`src/rtl/if_fetch_stage.sv`:
```
// Instruction-fetch stage: PC register, next-PC select and a wait-state-tolerant imem handshake.
// Misaligned or out-of-range PCs produce a NOP flagged with excF instead of a memory request.
module if_fetch_stage #(
    parameter logic [31:0] PC_RESET = 32'h0000_3000,
    parameter logic [31:0] IM_BASE  = 32'h0000_3000,
    parameter int unsigned IM_WORDS = 4096
) (
    input  logic        clk,
    input  logic        reset,
    input  logic        en,
    input  logic [1:0]  pcSelD,
    input  logic [31:0] branchTargetD,
    input  logic [25:0] jumpIndexD,
    input  logic [31:0] jrTargetD,
    output logic        imem_req,
    output logic [31:0] imem_addr,
    input  logic [31:0] imem_rdata,
    input  logic        imem_ready,
    output logic [31:0] instrF,
    output logic [31:0] pcF,
    output logic [31:0] pcPlus4F,
    output logic        validF,
    output logic        excF,
    output logic        stallReq
);

    typedef enum logic [1:0] {
        S_REQ,
        S_HOLD,
        S_FAULT
    } state_t;

    // 33-bit bound so a memory ending at 2^32 does not wrap to zero
    localparam logic [32:0] IM_END = {1'b0, IM_BASE} + (33'(IM_WORDS) << 2);

    function automatic logic is_fault(input logic [31:0] a);
        return (a[1:0] != 2'b00) || (a < IM_BASE) || ({1'b0, a} >= IM_END);
    endfunction

    state_t      r_state;
    state_t      w_state_next;
    logic [31:0] r_pc;
    logic [31:0] r_buf;
    logic [31:0] w_next_pc;
    logic        w_advance;
    logic        w_capture;
    logic        w_req;
    logic        w_valid;
    logic        w_exc;
    logic [31:0] w_instr;

    always_comb begin
        case (pcSelD)
            2'b00:   w_next_pc = r_pc + 32'd4;
            2'b01:   w_next_pc = branchTargetD;
            2'b10:   w_next_pc = {r_pc[31:28], jumpIndexD, 2'b00};
            default: w_next_pc = jrTargetD;
        endcase
    end

    always_comb begin
        w_state_next = r_state;
        w_req        = 1'b0;
        w_valid      = 1'b0;
        w_exc        = 1'b0;
        w_instr      = '0;
        w_capture    = 1'b0;
        case (r_state)
            S_REQ: begin
                w_req = 1'b1;
                if (imem_ready) begin
                    w_valid = 1'b1;
                    w_instr = imem_rdata;
                    if (!en) begin
                        w_capture    = 1'b1;
                        w_state_next = S_HOLD;
                    end
                end
            end
            S_HOLD: begin
                w_valid = 1'b1;
                w_instr = r_buf;
            end
            default: begin
                w_valid = 1'b1;
                w_exc   = 1'b1;
            end
        endcase
        w_advance = w_valid && en;
        if (w_advance) begin
            w_state_next = is_fault(w_next_pc) ? S_FAULT : S_REQ;
        end
    end

    always_ff @(posedge clk or negedge reset) begin
        if (!reset) begin
            r_state <= is_fault(PC_RESET) ? S_FAULT : S_REQ;
            r_pc    <= PC_RESET;
            r_buf   <= '0;
        end else begin
            r_state <= w_state_next;
            if (w_advance) begin
                r_pc <= w_next_pc;
            end
            if (w_capture) begin
                r_buf <= imem_rdata;
            end
        end
    end

    // Outputs are gated by reset so a mid-cycle reset drops the request at once
    assign imem_req  = w_req && reset;
    assign imem_addr = r_pc;
    assign validF    = w_valid && reset;
    assign excF      = w_exc && reset;
    assign instrF    = reset ? w_instr : '0;
    assign stallReq  = !validF;
    assign pcF       = r_pc;
    assign pcPlus4F  = r_pc + 32'd4;

endmodule
```
`config.mk`:
```
export PLATFORM = sky130hd
export DESIGN_NAME = if_fetch_stage
export DESIGN_NICKNAME = d
export VERILOG_FILES = /design/src/rtl/if_fetch_stage.sv
export SDC_FILE = /design/constraint.sdc
export NUM_CORES = 1
export LEC_CHECK = 0
export CAP_MARGIN = 5
export CORE_ASPECT_RATIO = 0.75
export CORE_MARGIN = 2
export CORE_UTILIZATION = 37
export CTS_BUF_LIST = sky130_fd_sc_hd__clkbuf_8
export DETAILED_ROUTE_END_ITERATION = 6
export PLACE_DENSITY = 0.8
export SYNTH_ARGS = -nofsm -noshare
export SYNTH_HDL_FRONTEND = slang
export SYNTH_SLANG_ARGS = --single-unit
```
`constraint.sdc`:
```
create_clock -name clk -period 2.5 [get_ports clk]
set_input_delay 0.5 -clock clk [delete_from_list [all_inputs] [get_ports clk]]
set_output_delay 0.5 -clock clk [all_outputs]
set_load 0.005 [all_outputs]
```
==> flow_summary.ini <==
[status]
outcome = complete, but fails checks
violations = setup timing

[worst_setup_path]
critPathMaxFanout = 4
required_ns = 2.71
endpoint_kind = flop
timing_worst_setup_path_type = reg -> reg
crit_arrival_ns = 3.11
start_kind = flop

[sta]
finalMaxSlewViolations = 0
hold_slack_ns = 0.216
tightest_slew_ns = 0.906
period_minus_slack_ns = 2.90
hold_viol_final = 0
rsz0062_at_grt = yes
fin_crit_sh_pct = 116
finalWorstSetupSlack_ns = -0.397
max_freq_mhz = 345
setup_tns_ns = -3.24
setup_violations = 17
skew_ns = 0.0113
relSlewSlack_pct = 39.4

[logic_synthesis]
synthSimpleGateAreaFrac_pct = 19.4
synth_top_cell_by_area = dfrtp_1
synthTopCellsByArea = dfrtp_1 (33%), mux2_2 (10%), buf_4 (5.3%), mux4_2 (5.2%), a22oi_1 (5.0%)
async_flop_share_pct = 100
syn_nets = 645
synth-xor-area-share_pct = 5.30
synth_edf_count = 0
synth_ff_type = dfrtp_1
synth-seq-cells = 66
syn_area_sq_um = 4790
yosysTopAreaCellShare_pct = 33.4
synthMuxAreaShare_pct = 17.4
yosysWarnings = 0
ys_seq_area_share_pct = 34.5
synth_fa_ha_area_share_pct = 0.261
synthCells = 516
synth_compound_area_share_pct = 14.0
synth_top_family_by_area = simple AND/OR/NAND/NOR gates
synth.distinct_cells = 55
avgSynthCellArea_sq_um = 9.28

[route]
num_vias = 5663
drtAntennaViolNets = 0
drc_errors = 0
drt_iter0_drc = 505
viasPerCell = 5.50
wl_per_cell_um = 20.6
wl_um = 21100
first_pass_iters = 7

[floorplan]
die_w_um = 135
core-area_sq_um = 12400
start_util_pct = 38.5
die_area_sq_um = 13900
fp.dieH_um = 103
row_count = 35
pin_count = 260

[grt]
grt_pass1_vias = 5789
gr-usage-all-layers_pct = 28.7
grtUsageMet1_pct = 36.8
use_met2_pct = 49.7
gr-total-overflow = 0
grt_max_degree = 48
grt_busiest_layer = met2
grtUsageMet3_pct = 5.51
grt_pass1_wl_um = 30700
antenna_found_initial = 0

[placement]
place_hpwl_um = 14700
gp_congestion = 0.908
numPortBuffers = 259
dp_slack_ns = -0.450

[clock_tree]
clockRootBuffer = clkbuf_8
numCtsBuffers = 9
path_clk_slew_ns = 0.08
clockBufferDepth = 2
cts_sinks = 66
htree_levels = 3
clock_latency_ns = 0.36
cts_tree = built

[layout]
fillers = 899
fin_nets = 988
diodes = 0
syn_to_final_growth_pct = 86.4
layout-drive-gt1-share_pct = 38.5

[min_path]
hold_path_class = in -> async

[power_and_ir_drop]
power_density_nw_per_um2 = 538
p_leak_nw = 3.99
vdd_drop_max_mv = 0.267
total_power_w = 0.00480

[run]
maxCapViolCount = 0
[worst max-delay path, stage by stage, from the launching register on]
cell and delay, ns:
dfrtp_1 0.48, and3_1 0.30, nand3_4 0.12, nor4_4 0.32, buf_4 0.20, buf_6 0.11, xor2_2 0.06, buf_4 0.14
a222oi_1 0.32, buf_4 0.19, nand4_1 0.10, nor4_2 0.24, a41oi_2 0.16
[what timing repair did]
item | in CTS | in global routing
pin swaps | 31 | 33
buffers inserted | 35 | 22
hold buffers | 1 | 0
hold endpoints to repair | 1 | 0
gates cloned | 2 | 0
setup endpoints to repair | 58 | 46
resized for setup | 190 | 94
[stage by stage]
stage	utilization, %	instances	cell area (sq um)
2_1_floorplan	-	516	4790
3_3_place_gp	63.9	961	7950
3_5_place_dp	63.9	961	7950
4_1_cts	69.7	1011	8670
5_1_grt	71.8	1029	8930
6_report	71.8	1029	8930
[flip-flops by register name, indices dropped and copies added (netlist names)]
register and cells:
imem_addr 32, r_buf 32, r_state 2
[layout make-up]
class | count | area, sq um | area share (%)
repair buffers | 405 | 3710 | 41.6
multi-input cells | 372 | 3130 | 35.0
flip-flops and latches | 66 | 1660 | 18.6
well taps | 166 | 208 | 2.33
clock buffers | 9 | 124 | 1.39
clock inverters | 6 | 82.6 | 0.925
inverters | 5 | 18.8 | 0.210
[synth_stat cells, types with 3 or more instances]
cell type / number
nand3_1: 9
buf_2: 11
mux2_2: 44
nand4_1: 7
and3_1: 8
nand2b_1: 4
o21ai_0: 28
a222oi_1: 8
xnor2_1: 8
a21oi_1: 5
a22oi_1: 32
mux2i_1: 8
nor2b_1: 6
nor4_2: 3
a31oi_1: 5
nor2_1: 51
dfrtp_1: 64
nor4_1: 5
inv_1: 5
mux4_2: 11
clkbuf_1: 26
o221ai_1: 3
xor2_1: 21
a22o_1: 3
buf_4: 34
nor3_1: 6
nand2_1: 63
[cell usage in the layout, fill, tap and decap left out, drive strengths merged, types with 4 or more instances in the layout]
cell,n
a31oi,5
a21oi,5
clkdlybuf4s15,6
nor4,10
nand3,12
nor3,6
clkdlybuf4s50,197
mux2,45
mux4,11
nand4,8
dlygate4sd2,6
nor2b,6
nand2b,4
clkbuf,33
dfrtp,64
nand2,63
mux2i,8
xor2,21
nor2,51
a22oi,32
xnor2,8
o21ai,30
a222oi,8
buf,169
inv,5
and3,9
[layer usage]
layer	share of wire [%]	routed length, um
met3	7.3	1540
met4	2.5	524
met5	0	0
met1	40	8470
met2	50	10600
[worst paths after layout]
check                                         startpoint                endpoint  slack (ns)  cells after the start
worst min register to register     r_buf[15]$_DFFE_PN0P_   r_buf[15]$_DFFE_PN0P_        0.51                      1
worst min-delay path                               reset    r_buf[0]$_DFFE_PN0P_        0.22                      2
max in group asynchronous                          reset   r_buf[31]$_DFFE_PN0P_        1.82                      2
worst max register to register  imem_addr[7]$_DFFE_PN0P_  r_state[1]$_DFFE_PN0P_       -0.40                     12
min in group clk                   r_buf[15]$_DFFE_PN0P_   r_buf[15]$_DFFE_PN0P_        0.51                      1
worst max-delay path            imem_addr[7]$_DFFE_PN0P_  r_state[1]$_DFFE_PN0P_       -0.40                     12
[cell families after synthesis]
family | after synthesis
and+or+nand+nor | 182
muxes | 64
xor gates and xnor gates | 29
adders and majority gates | 1
DFF | 66
AOI/OAI and AO/OA | 96
buffers and inverters | 78
[power by group]
| part | internal [W] | switching (W) |
|---|---|---|
| logic | 0.00134 | 0.000937 |
| registers | 0.00132 | 0.000208 |
| clock network | 0.000551 | 0.000441 |
| total | 0.00322 | 0.00159 |
Power figures use the tool's default switching activity.
